`src/rtl/mdr_pkg.sv`:
```
// mdr_pkg: shared types and helpers for the memory data register controller.
//   size_t      - access size encoding (11 is treated as a word access)
//   mdr_state_t - controller states
//   lane_index  - byte-lane index for an access of a given size and low address
package mdr_pkg;

    typedef enum logic [1:0] {
        SZ_BYTE = 2'b00,
        SZ_HALF = 2'b01,
        SZ_WORD = 2'b10
    } size_t;

    typedef enum logic [1:0] {
        IDLE    = 2'b00,
        RD_WAIT = 2'b01,
        WR_WAIT = 2'b10
    } mdr_state_t;

    // Halfwords are aligned down to an even lane; words always start at lane 0.
    function automatic int unsigned lane_index(logic [1:0] size, int unsigned addr);
        if (size == SZ_BYTE) begin
            return addr;
        end else if (size == SZ_HALF) begin
            return addr & ~32'd1;
        end
        return 0;
    endfunction

endpackage

```
`src/rtl/mdr_lane_align.sv`:
```
// mdr_lane_align: combinational byte-lane steering for the MDR.
//   size     in  access size (size_t encoding)
//   lane     in  starting byte lane
//   sign_ext in  sign-extend sub-word read data
//   rdata    in  raw memory read data
//   q        in  current MDR contents
//   rd_ext   out read value extracted from the lane and extended to DATA_W
//   wr_data  out low sub-word of q placed on the lane, other lanes zero
//   be       out byte enables for the selected lanes
module mdr_lane_align
    import mdr_pkg::*;
#(
    parameter int unsigned DATA_W = 32,
    localparam int unsigned LANE_W = $clog2(DATA_W / 8),
    localparam int unsigned NB = DATA_W / 8
) (
    input  logic [1:0]        size,
    input  logic [LANE_W-1:0] lane,
    input  logic              sign_ext,
    input  logic [DATA_W-1:0] rdata,
    input  logic [DATA_W-1:0] q,
    output logic [DATA_W-1:0] rd_ext,
    output logic [DATA_W-1:0] wr_data,
    output logic [NB-1:0]     be
);

    logic [LANE_W+2:0] sh;
    logic [7:0]        rd_byte;
    logic [15:0]       rd_half;

    assign sh = {lane, 3'b000};

    always_comb begin
        rd_byte = rdata[sh +: 8];
        rd_half = rdata[sh +: 16];
        rd_ext  = rdata;
        wr_data = q;
        be      = '1;
        if (size == SZ_BYTE) begin
            rd_ext  = {{(DATA_W - 8){sign_ext & rd_byte[7]}}, rd_byte};
            wr_data = {{(DATA_W - 8){1'b0}}, q[7:0]} << sh;
            be      = NB'(1) << lane;
        end else if (size == SZ_HALF) begin
            rd_ext  = {{(DATA_W - 16){sign_ext & rd_half[15]}}, rd_half};
            wr_data = {{(DATA_W - 16){1'b0}}, q[15:0]} << sh;
            be      = NB'(3) << lane;
        end
    end

endmodule

```
`src/rtl/mdr_mem_ctrl.sv`:
```
// mdr_mem_ctrl: memory data register with registered memory handshake,
// sub-word lane steering and a wait-state timeout.
//   clk, clr              clock, synchronous active-low reset
//   BusMuxOut, MDRin      internal bus data and MDR load strobe (IDLE only)
//   Read, Write           start a memory read / write of Q (IDLE only)
//   size, sign_ext, addr_lo  access shape, latched when an operation starts
//   Mdatain, mem_ack      memory read data and acknowledge
//   mem_rd_req, mem_wr_req   registered memory requests
//   Mdataout, mem_be      lane-placed write data and byte enables
//   Q                     MDR contents to the bus
//   busy, done, err       waiting, one-cycle completion pulse, sticky timeout
module mdr_mem_ctrl
    import mdr_pkg::*;
#(
    parameter int unsigned DATA_W = 32,
    parameter int unsigned TIMEOUT = 15,
    localparam int unsigned LANE_W = $clog2(DATA_W / 8),
    localparam int unsigned NB = DATA_W / 8
) (
    input  logic              clk,
    input  logic              clr,
    input  logic [DATA_W-1:0] BusMuxOut,
    input  logic              MDRin,
    input  logic              Read,
    input  logic              Write,
    input  logic [1:0]        size,
    input  logic              sign_ext,
    input  logic [LANE_W-1:0] addr_lo,
    input  logic [DATA_W-1:0] Mdatain,
    input  logic              mem_ack,
    output logic              mem_rd_req,
    output logic              mem_wr_req,
    output logic [DATA_W-1:0] Mdataout,
    output logic [NB-1:0]     mem_be,
    output logic [DATA_W-1:0] Q,
    output logic              busy,
    output logic              done,
    output logic              err
);

    // Counter only needs to reach TIMEOUT-1: the edge ending the TIMEOUT-th
    // un-acked wait cycle is the one that fires the timeout.
    localparam int unsigned CNT_W = (TIMEOUT > 1) ? $clog2(TIMEOUT) : 1;
    localparam logic [CNT_W-1:0] CNT_LAST = CNT_W'((TIMEOUT == 0) ? 0 : TIMEOUT - 1);

    mdr_state_t        state_q, state_d;
    logic [1:0]        size_q, size_d;
    logic              sext_q, sext_d;
    logic [LANE_W-1:0] lane_q, lane_d;
    logic [CNT_W-1:0]  cnt_q, cnt_d;
    logic [DATA_W-1:0] q_q, q_d;
    logic [DATA_W-1:0] wdata_q, wdata_d;
    logic [NB-1:0]     be_q, be_d;
    logic              rd_q, rd_d, wr_q, wr_d, busy_q, busy_d, done_q, done_d, err_q, err_d;

    logic [LANE_W-1:0] in_lane, al_lane;
    logic [1:0]        al_size;
    logic              al_sext;
    logic [DATA_W-1:0] al_rd, al_wr;
    logic [NB-1:0]     al_be;
    logic              timeout_hit;

    // In IDLE the aligner sees the live inputs so write data/enables can be
    // registered on the accepting edge; in the wait states it sees the latched shape.
    assign in_lane = LANE_W'(lane_index(size, 32'(addr_lo)));
    assign al_size = (state_q == IDLE) ? size : size_q;
    assign al_lane = (state_q == IDLE) ? in_lane : lane_q;
    assign al_sext = (state_q == IDLE) ? sign_ext : sext_q;
    assign timeout_hit = (TIMEOUT != 0) && (cnt_q == CNT_LAST);

    mdr_lane_align #(
        .DATA_W (DATA_W)
    ) u_align (
        .size     (al_size),
        .lane     (al_lane),
        .sign_ext (al_sext),
        .rdata    (Mdatain),
        .q        (q_q),
        .rd_ext   (al_rd),
        .wr_data  (al_wr),
        .be       (al_be)
    );

    always_comb begin
        state_d = state_q;
        size_d  = size_q;
        sext_d  = sext_q;
        lane_d  = lane_q;
        cnt_d   = cnt_q;
        q_d     = q_q;
        wdata_d = wdata_q;
        be_d    = be_q;
        err_d   = err_q;
        rd_d    = 1'b0;
        wr_d    = 1'b0;
        busy_d  = 1'b0;
        done_d  = 1'b0;
        unique case (state_q)
            IDLE: begin
                if (Read || Write) begin
                    size_d  = size;
                    sext_d  = sign_ext;
                    lane_d  = in_lane;
                    cnt_d   = '0;
                    err_d   = 1'b0;
                    busy_d  = 1'b1;
                    if (Read) begin
                        state_d = RD_WAIT;
                        rd_d    = 1'b1;
                    end else begin
                        state_d = WR_WAIT;
                        wr_d    = 1'b1;
                        wdata_d = al_wr;
                        be_d    = al_be;
                    end
                end else if (MDRin) begin
                    q_d = BusMuxOut;
                end
            end
            RD_WAIT, WR_WAIT: begin
                if (mem_ack || timeout_hit) begin
                    // Ack takes precedence over a simultaneous timeout.
                    state_d = IDLE;
                    wdata_d = '0;
                    be_d    = '0;
                    if (mem_ack) begin
                        done_d = 1'b1;
                        if (state_q == RD_WAIT) q_d = al_rd;
                    end else begin
                        err_d = 1'b1;
                    end
                end else begin
                    cnt_d  = cnt_q + CNT_W'(1);
                    busy_d = 1'b1;
                    rd_d   = (state_q == RD_WAIT);
                    wr_d   = (state_q == WR_WAIT);
                end
            end
            default: state_d = IDLE;
        endcase
    end

    always_ff @(posedge clk) begin
        if (!clr) begin
            state_q <= IDLE;
            size_q  <= '0;
            sext_q  <= 1'b0;
            lane_q  <= '0;
            cnt_q   <= '0;
            q_q     <= '0;
            wdata_q <= '0;
            be_q    <= '0;
            rd_q    <= 1'b0;
            wr_q    <= 1'b0;
            busy_q  <= 1'b0;
            done_q  <= 1'b0;
            err_q   <= 1'b0;
        end else begin
            state_q <= state_d;
            size_q  <= size_d;
            sext_q  <= sext_d;
            lane_q  <= lane_d;
            cnt_q   <= cnt_d;
            q_q     <= q_d;
            wdata_q <= wdata_d;
            be_q    <= be_d;
            rd_q    <= rd_d;
            wr_q    <= wr_d;
            busy_q  <= busy_d;
            done_q  <= done_d;
            err_q   <= err_d;
        end
    end

    assign mem_rd_req = rd_q;
    assign mem_wr_req = wr_q;
    assign Mdataout   = wdata_q;
    assign mem_be     = be_q;
    assign Q          = q_q;
    assign busy       = busy_q;
    assign done       = done_q;
    assign err        = err_q;

endmodule

```
`config.mk`:
```
export PLATFORM = sky130hd
export DESIGN_NAME = mdr_mem_ctrl
export DESIGN_NICKNAME = d
export VERILOG_FILES = /design/src/rtl/mdr_pkg.sv /design/src/rtl/mdr_lane_align.sv /design/src/rtl/mdr_mem_ctrl.sv
export SDC_FILE = /design/constraint.sdc
export NUM_CORES = 1
export LEC_CHECK = 0
export BUFFER_PORTS_ARGS = -buffer_cell sky130_fd_sc_hd__buf_2
export CAP_MARGIN = 20
export CORE_MARGIN = 4
export CORE_UTILIZATION = 27
export CTS_BUF_LIST = sky130_fd_sc_hd__clkbuf_4 sky130_fd_sc_hd__clkbuf_8
export DETAILED_ROUTE_END_ITERATION = 10
export GPL_ROUTABILITY_DRIVEN = 0
export GPL_TIMING_DRIVEN = 1
export RECOVER_POWER = 50
export SYNTH_ARGS = -nofsm -noshare
export SYNTH_HDL_FRONTEND = slang
export SYNTH_SLANG_ARGS = --single-unit
```
`constraint.sdc`:
```
create_clock -name clk -period 2.58 [get_ports clk]
set_clock_uncertainty 0.2 [all_clocks]
set_input_delay 0.129 -clock clk [delete_from_list [all_inputs] [get_ports clk]]
set_output_delay 0.129 -clock clk [all_outputs]
set_load 0.02 [all_outputs]
```
**Yosys cells after proc, flatten, opt, wreduce, memory -nomap -nowiden**

Cells that the tools add are included.

- Register bits: 84
- Bits of input ports: 75
- Output and inout port bits: 73
- Logic and storage cells: 101

- Add/subtract/negate cells: 1
- Eq/ne operators: 14
- Shift-type cells: 6
- Mux-type cells: 51
- Bitwise logic cells: 2
- Reductions and logical operators: 14

Operators by type and width:

| operator | count |
|---|---|
| 32-bit 2-to-1 mux | 12 |
| 32-bit case mux with 2 select lines | 2 |
| 32-bit by 6-bit variable part select with 16-bit output | 1 |
| 32-bit by 6-bit variable part select with 8-bit output | 1 |
| 16-bit by 5-bit << shifter with 32-bit output | 1 |
| 8-bit by 5-bit << shifter with 32-bit output | 1 |
| 4-bit 2-to-1 mux | 7 |
| 2-bit 2-to-1 mux | 8 |
| 2-bit != test (second input constant) | 8 |
| 4-bit case mux with 2 select lines | 2 |
| 1-bit 2-to-1 mux | 15 |
| 1-bit case mux with 2 select lines | 4 |
| 4-bit AND reduction | 2 |
| 2-bit by 1-bit equality test with 1-bit output (second input constant) | 3 |
| 2-bit zero test | 3 |
| 3-bit AND reduction | 2 |
| 6-bit AND reduction | 1 |
| 4-bit by 1-bit adder with 4-bit output (second input constant) | 1 |
| 4-bit equality test (second input constant) | 1 |
| 2-bit case mux with 2 select lines | 1 |
| 2-bit AND reduction | 2 |
| 1-bit by 2-bit << shifter with 4-bit output (first input constant) | 1 |
| 2-bit by 2-bit << shifter with 4-bit output (first input constant) | 1 |
| 1-bit bitwise AND | 2 |
| 5 further kinds | 6 |

**Depth between registers and ports, before layout**

Gate-level depths: netlist of run 1.

- Depth after elaboration: 13
- Gate-level depth with buffers: 11
- Depth with buffers taken out: 9

**Hierarchy**

From an unflattened synthesis of run 1, not the netlist that was laid out.

- Cells, all modules: 645
- Area total of the unflattened synthesis: 5322.6 sq um

By module, submodules not included:

| module | times used | cells an instance | area an instance (sq um) | seq. area each (sq um) |
|---|---|---|---|---|
| mdr_mem_ctrl | 1 | 404 | 3772.4 | 1681.6 |
| mdr_lane_align | 1 | 241 | 1550.2 | 0.0 |

**Worst setup path before layout of run 1**

Ideal clock, no wire load.

- Path kind: flip-flop to flip-flop
- Start point: reg state_q[0]
- End point: reg wdata_q[24], in the netlist Mdataout[24]
- Setup time: 101 ps
- Arrival time: 2027 ps
- Required time: 2279 ps
- Path slack: 252 ps
- Stages on the path, launching flop included: 11
- Buffers on the path: 3
- Period minus slack after synthesis: 2328 ps
- Path through: dfxtp_1 > inv_1 > ha_1 > buf_2 > nor2b_1 > a221o_1 > and2_1 > clkbuf_1 > clkbuf_1 > nand2_1 > o41ai_1

- Word-level cells in the longest chain between the ends: 8
- Elaborated cells between the ends (all ways): 20
- Those cells by class: 6 x eq/ne; 2 x shift; 7 x mux; 5 x reduce/logical

RTL lines:

| element | line | RTL |
|---|---|---|
| from (decl) | mdr_mem_ctrl.sv:46 | `mdr_state_t state_q, state_d;` |
| from (signal assigned) | mdr_mem_ctrl.sv:159 | `state_q <= state_d;` |
| 2-bit zero test | mdr_mem_ctrl.sv:66, mdr_mem_ctrl.sv:67, mdr_mem_ctrl.sv:98 |  |
| 2-bit 2-to-1 mux (on tied branches) | mdr_mem_ctrl.sv:67, mdr_mem_ctrl.sv:66 |  |
| 16-bit by 5-bit << shifter with 32-bit output or 2-bit by 1-bit equality test with 1-bit output (tied branches) | mdr_lane_align.sv:45, mdr_lane_align.sv:43 |  |
| 32-bit 2-to-1 mux | mdr_lane_align.sv:43 | `end else if (size == SZ_HALF) begin` |
| 32-bit 2-to-1 mux | mdr_lane_align.sv:39 | `if (size == SZ_BYTE) begin` |
| 32-bit 2-to-1 mux | mdr_mem_ctrl.sv:107 | `if (Read) begin` |
| 32-bit 2-to-1 mux | mdr_mem_ctrl.sv:100 | `if (Read \|\| Write) begin` |
| 32-bit case mux with 2 select lines | mdr_mem_ctrl.sv:98 | `unique case (state_q)` |
| to (signal assigned) | mdr_mem_ctrl.sv:165 | `wdata_q <= wdata_d;` |
| to (decl) | mdr_mem_ctrl.sv:52 | `logic [DATA_W-1:0] wdata_q, wdata_d;` |

Several ways; a longest one is shown, not always the timed one. The select of a mux whose other input is x is not followed.
A chain may end at the register's enable or synchronous reset.

**Worst setup path after layout of run 1**

- Start point: reg state_q[1]
- End point: reg q_q[30], in the netlist Q[30]

- Word-level cells in the longest chain between the ends: 10
- Elaborated cells between the ends (all ways): 26
- Those cells by class: 8 x eq/ne; 2 x shift; 9 x mux; 2 x bitwise; 5 x reduce/logical

RTL lines:

| element | line | RTL |
|---|---|---|
| 2-bit zero test | - |  |
| 2-bit 2-to-1 mux | mdr_mem_ctrl.sv:67 | `assign al_lane = (state_q == IDLE) ? in_lane : lane_q;` |
| 32-bit by 6-bit variable part select with 16-bit output | mdr_lane_align.sv:35 | `rd_half = rdata[sh +: 16];` |
| 1-bit bitwise AND | mdr_lane_align.sv:44 | `rd_ext = {{(DATA_W - 16){sign_ext & rd_half[15]}}, rd_half};` |
| 32-bit 2-to-1 mux | mdr_lane_align.sv:43 |  |
| 32-bit 2-to-1 mux | mdr_lane_align.sv:39 |  |
| 32-bit 2-to-1 mux | mdr_mem_ctrl.sv:128 | `if (state_q == RD_WAIT) q_d = al_rd;` |
| 32-bit 2-to-1 mux | mdr_mem_ctrl.sv:126 | `if (mem_ack) begin` |
| 32-bit 2-to-1 mux | mdr_mem_ctrl.sv:121 | `if (mem_ack \|\| timeout_hit) begin` |
| 32-bit case mux with 2 select lines | mdr_mem_ctrl.sv:98 |  |
| to (signal assigned) | mdr_mem_ctrl.sv:164 | `q_q <= q_d;` |
| to (decl) | mdr_mem_ctrl.sv:51 | `logic [DATA_W-1:0] q_q, q_d;` |

Several ways; a longest one is shown, not always the timed one. The select of a mux whose other input is x is not followed.

==> results.yml, run 1 <==
outcome:
  run_status: "complete, no violations"
final_layout:
  utilization: 0.376
  layout_commonest_cell: "dfxtp_1"
  layoutNonFillerInstCount: 1084
  area_growth_pct: 37.0
  multi_input_area_mm2: 0.00312
  nets: 931
  fin_area_mm2: 0.00704
  num_antenna_cells: 0
  mostFrequentLayoutCells: "dfxtp_1 (84), clkbuf_1 (75), buf_2 (74), nand2_1 (67), a21oi_1 (64)"
  layout-drive-gt1-share: 0.215
  regArea_mm2: 0.00168
  fillers: 1954
global_routing:
  grt_pass1_wl_um: 33300
  antenna_found_initial: 0
  globalRouteTotalUtil: 0.197
  grt_pass1_vias: 5811
  grt_max_degree: 51
  gr-total-overflow: 0
setup_path:
  cp-start-kind: "register"
  arrival_ns: 2.52
  end_kind: "register"
  critPathRequiredTime_ns: 2.68
  crit_type: "register to register"
  critPathMaxFanout: 13
placed_design:
  portBuffers: 147
  dp_hpwl_um: 16300
  pre_cts_ws_ns: -0.00805
  placed_area_mm2: 0.00636
  dp.cells: 1015
synth:
  yosysWarnings: 0
  syn_area_per_cell_um2: 8.08
  syn_nets: 721
  syn_area_mm2: 0.00514
  ys.flop_type: "dfxtp_1"
  synth_enable_flop_cells: 0
  synthArstFlopShare: 0
  synth-seq-cells: 84
  synth.distinct_cells: 69
  netlist_instances: 636
  yosysSeqAreaShare: 0.327
power_and_ir_drop:
  p_per_area_mw_per_mm2: 633
  vdd_drop_max_v: 0.000246
  p_leak_nw: 2.63
  finalPower_mw: 4.46
timing:
  fin_crit_ns: 2.41
  finalSetupViolations: 0
  setup_tns_ns: 0
  drv_slew: 0
  rsz0062_at_grt: "false"
  finalHoldViolations: 0
  setup_slack_ns: 0.167
  hold_slack_ns: 0.0167
  worst_slew_pin_slew_ns: 0.610
  fin_crit_sh: 0.935
  max_freq_mhz: 414
  slew-limit-headroom: 0.593
die:
  core_mm2: 0.0187
  die_w_um: 146
  rows: 50
  dieArea_mm2: 0.0213
  start_util: 0.275
  die_h_um: 146
  io_pins: 148
clock_network:
  clk_pin_slew_ns: 0.08
  cts_root_buf: "clkbuf_8"
  cts_tree: "yes"
  clkSinkCount: 84
  numCtsBuffers: 9
  cts_buffer_depth: 2
  clk-insertion-delay-late_ns: 0.38
  cts_max_level: 3
drt:
  drcViolationCount: 0
  vias: 6021
  wl_um: 21800
  ant_nets: 0
  wire_per_inst_um: 20.1
  viasPerCell: 5.55
  first_pass_iters: 6
  first_iter_violations: 660
run:
  maxCapViolCount: 0
min_path:
  hold_path.class: "primary input to register"
synth_stat cells, drive strengths merged, types with 2 or more instances:
cell / number / share of area
a211oi: 8 / 0.013
a21boi: 7 / 0.010
a21oi: 65 / 0.064
a221o: 17 / 0.033
a221oi: 4 / 0.0068
a22oi: 27 / 0.040
a31oi: 18 / 0.034
a32oi: 9 / 0.015
and2: 11 / 0.013
and3: 7 / 0.0085
buf: 34 / 0.040
clkbuf: 26 / 0.019
dfxtp: 84 / 0.33
ha: 10 / 0.024
inv: 16 / 0.012
mux2: 6 / 0.013
mux2i: 3 / 0.0058
nand2: 67 / 0.049
nand2b: 7 / 0.0085
nand3: 23 / 0.022
nand4: 3 / 0.0037
nor2: 31 / 0.029
nor2b: 3 / 0.0037
nor3: 14 / 0.017
nor3b: 9 / 0.013
nor4b: 6 / 0.010
o2111ai: 14 / 0.024
o211ai: 2 / 0.0029
o21ai: 57 / 0.056
o221ai: 7 / 0.012
o22ai: 3 / 0.0037
o311a: 2 / 0.0039
o31ai: 7 / 0.010
o41ai: 4 / 0.0068
or3: 4 / 0.0049
xnor2: 2 / 0.0034
per-layer routing:
metal / global-route usage / vias to the layer above / wire [um]
met2: 0.308 / 311 / 9850
met4: 0.0579 / 0 / 451
met5: 0 / - / 0
met1: 0.264 / 2836 / 9320
met3: 0.0567 / 39 / 2170
li1: - / 2835 / -
worst max-delay path: stages, from the launching register on:
cell and delay (ns):
dfxtp_1 0.39, inv_1 0.11, ha_4 0.21, and4bb_1 0.29, nor2_8 0.18, inv_2 0.15, o311a_1 0.45, buf_4 0.21
a31oi_2 0.16
final timing paths:
check | from | end | slack (ns) | depth (start not counted)
setup reg to reg | state_q[1]$_SDFFE_PN0P_ | Q[30]$_SDFFE_PN0P_ | 0.17 | 8
setup / recovery | state_q[1]$_SDFFE_PN0P_ | Q[30]$_SDFFE_PN0P_ | 0.17 | 8
hold / removal | BusMuxOut[20] | Q[20]$_SDFFE_PN0P_ | 0.02 | 4
hold reg to reg | Mdataout[31]$_SDFFE_PN0P_ | Mdataout[31]$_SDFFE_PN0P_ | 0.25 | 2
where the power goes:
part | switching [mW] | internal (mW)
logic | 1.10 | 0.660
registers | 0.190 | 1.44
clock network | 0.486 | 0.585
total | 1.77 | 2.69
cell type report:
| cell class | instances | share of cell area |
|---|---|---|
| clock inverter | 2 | 0.00853 |
| inverter | 16 | 0.00853 |
| tap | 234 | 0.0416 |
| sequential | 84 | 0.239 |
| clock buffer | 13 | 0.0219 |
| timing repair buffer | 259 | 0.238 |
| multi-input combinational | 476 | 0.443 |
sequential cells by signal, indices dropped and copies added (netlist names):
register	cells
sext_q	1
state_q	2
mem_be	4
Q	32
busy	1
cnt_q	4
mem_wr_req	1
done	1
size_q	2
mem_rd_req	1
err	1
lane_q	2
Mdataout	32
cells by family (layout without fill, tap and decap cells):
logic type | count (synthesis) | in the layout | share of synthesized area
compound gates | 261 | 261 | 0.356
simple gates | 194 | 194 | 0.199
flops | 84 | 84 | 0.327
buf+inv | 76 | 290 | 0.0708
fa+ha+maj | 10 | 10 | 0.0243
mux | 9 | 9 | 0.0190
xor+xnor | 2 | 2 | 0.00341
timing repair:
| action | in CTS | in global routing |
|---|---|---|
| buffers inserted | 0 | 0 |
| hold buffers | 54 | 0 |
| setup endpoints to repair | 2 | 36 |
| endpoints found under the hold margin | 40 | 0 |
| resized for setup | 1 | 4 |
Note: power is estimated with default switching activity, not from simulation.
==> run 2: changes to the inputs <==
--- a/config.mk
+++ b/config.mk
@@ -7,7 +7,6 @@
 export LEC_CHECK = 0
 export BUFFER_PORTS_ARGS = -buffer_cell sky130_fd_sc_hd__buf_2
 export CAP_MARGIN = 20
-export CORE_MARGIN = 4
 export CORE_UTILIZATION = 27
 export CTS_BUF_LIST = sky130_fd_sc_hd__clkbuf_4 sky130_fd_sc_hd__clkbuf_8
 export DETAILED_ROUTE_END_ITERATION = 10
==> results.yml, run 2 (same netlist as run 1, synthesis figures left out) <==
timing:
  slew-limit-headroom: 0.685
  finalHoldViolations: 0
  fin_crit_ns: 2.41
  finalSetupViolations: 0
  drv_slew: 0
  fin_crit_sh: 0.935
  max_freq_mhz: 415
  worst_slew_pin_slew_ns: 0.468
placed_design:
  dp.cells: 1010
  dp_hpwl_um: 15700
  placed_area_mm2: 0.00631
  portBuffers: 147
setup_path:
  cp-start-kind: "register"
  critPathLaunch: "state_q[1]$_SDFFE_PN0P_"
  arrival_ns: 2.48
  crit_type: "register to register"
  end_kind: "register"
  critPathRequiredTime_ns: 2.65
  critPathMaxFanout: 50
  worstReg2RegStart: "state_q[1]$_SDFFE_PN0P_"
power_and_ir_drop:
  vdd_drop_max_v: 0.000294
  pwr-share-seq: 0.363
  finalPower_mw: 4.51
  p_per_area_mw_per_mm2: 639
  switching_share: 0.401
  clkPwrFrac: 0.249
  switching_power_mw: 1.81
  power_frac_comb: 0.388
  p_leak_nw: 2.61
  p_int_mw: 2.70
clock_network:
  cts_buffer_depth: 2
  clk_pin_slew_ns: 0.09
  numCtsBuffers: 9
  cts_max_level: 3
  cts_tree: "yes"
  cts_root_buf: "clkbuf_8"
  clkSinkCount: 84
  clk-insertion-delay-late_ns: 0.38
final_layout:
  layoutNonFillerInstCount: 1080
  num_antenna_cells: 0
  fin_area_mm2: 0.00705
  mostFrequentLayoutCells: "dfxtp_1 (84), buf_2 (74), clkbuf_1 (74), nand2_1 (67), a21oi_1 (63)"
  area_growth_pct: 37.1
  utilization: 0.377
  layout_commonest_cell: "dfxtp_1"
  nets: 926
  layout-drive-gt1-share: 0.219
global_routing:
  antenna_found_initial: 0
  grt_max_degree: 51
  grt_pass1_wl_um: 32400
  gr-total-overflow: 0
  grt_pass1_vias: 5692
  globalRouteTotalUtil: 0.215
die:
  dieArea_mm2: 0.0196
  die_h_um: 140
  core_mm2: 0.0187
  rows: 50
  start_util: 0.275
  die_w_um: 140
  io_pins: 148
drt:
  first_iter_violations: 520
  wl_um: 21300
  wire_per_inst_um: 19.7
  viasPerCell: 5.57
  vias: 6013
  drcViolationCount: 0
  ant_nets: 0
  first_pass_iters: 5
min_path:
  hold_path.class: "primary input to register"
  holdCritStartpoint: "BusMuxOut[29]"
outcome:
  run_status: "complete, no violations"
run:
  maxCapViolCount: 0
==> run 2: worst max-delay path, cell delays in order, from the launching register on <==
cell      delay [ns]
dfxtp_1         0.38
inv_1           0.10
ha_4            0.20
buf_4           0.16
o21ai_1         0.09
buf_4           0.20
nand4_1         0.15
buf_12          0.22
a21oi_1         0.21
nor4b_1         0.28
a211oi_1        0.08
==> run 2: final timing paths <==
kind / slack (ns) / endpoint / cells past startpoint
hold reg to reg: 0.25 / Mdataout[0]$_SDFFE_PN0P_ / 2
setup / recovery: 0.17 / Q[13]$_SDFFE_PN0P_ / 10
hold / removal: 0.003 / Q[29]$_SDFFE_PN0P_ / 4
setup reg to reg: 0.17 / Q[13]$_SDFFE_PN0P_ / 10
==> run 2: metrics by stage <==
step	TNS, ns	setup slack (ns)	hold WS, ns
floorplan	0	0.252	0.0695
global placement	0	0.0968	0.187
detailed placement	0	0.0766	0.205
CTS	0	0.0370	0.00402
global route	-0.0630	-0.0140	0.00881
finish	0	0.168	0.00326
==> run 2: timing repair <==
action	CTS	global route
buffers inserted	0	0
endpoints found under the hold margin	38	0
resized for setup	0	12
hold buffers	54	0
endpoints found under the setup margin	0	40
==> run 2: metal layers <==
metal | global-route usage | wire (um) | up-vias | share of wire
met5 | 0 | 0 | - | 0
met1 | 0.285 | 9440 | 2880 | 0.44
met4 | 0.0677 | 454 | 0 | 0.021
met2 | 0.352 | 9770 | 279 | 0.46
met3 | 0.0410 | 1630 | 32 | 0.077
li1 | - | - | 2822 | -
==> run 2: power by group through the flow <==
stage                     logic (mW)  clock network [mW]  registers [mW]
after floorplan                0.906                   0            1.73
after global placement          1.66                   0            1.65
after detailed placement        1.67                   0            1.65
after CTS                       1.74                1.14            1.62
after global routing            1.89                1.19            1.65
final                           1.75                1.12            1.63
==> run 2: area by class of cell <==
| cell class | count | area (um^2) |
|---|---|---|
| Fill cell | 1984 | 11700 |
| Sequential cell | 84 | 1680 |
| Clock inverter | 5 | 83.8 |
| Clock buffer | 11 | 151 |
| Tap cell | 234 | 293 |
| Multi-Input combinational cell | 476 | 3150 |
| Inverter | 16 | 60.1 |
| Timing Repair Buffer | 254 | 1630 |
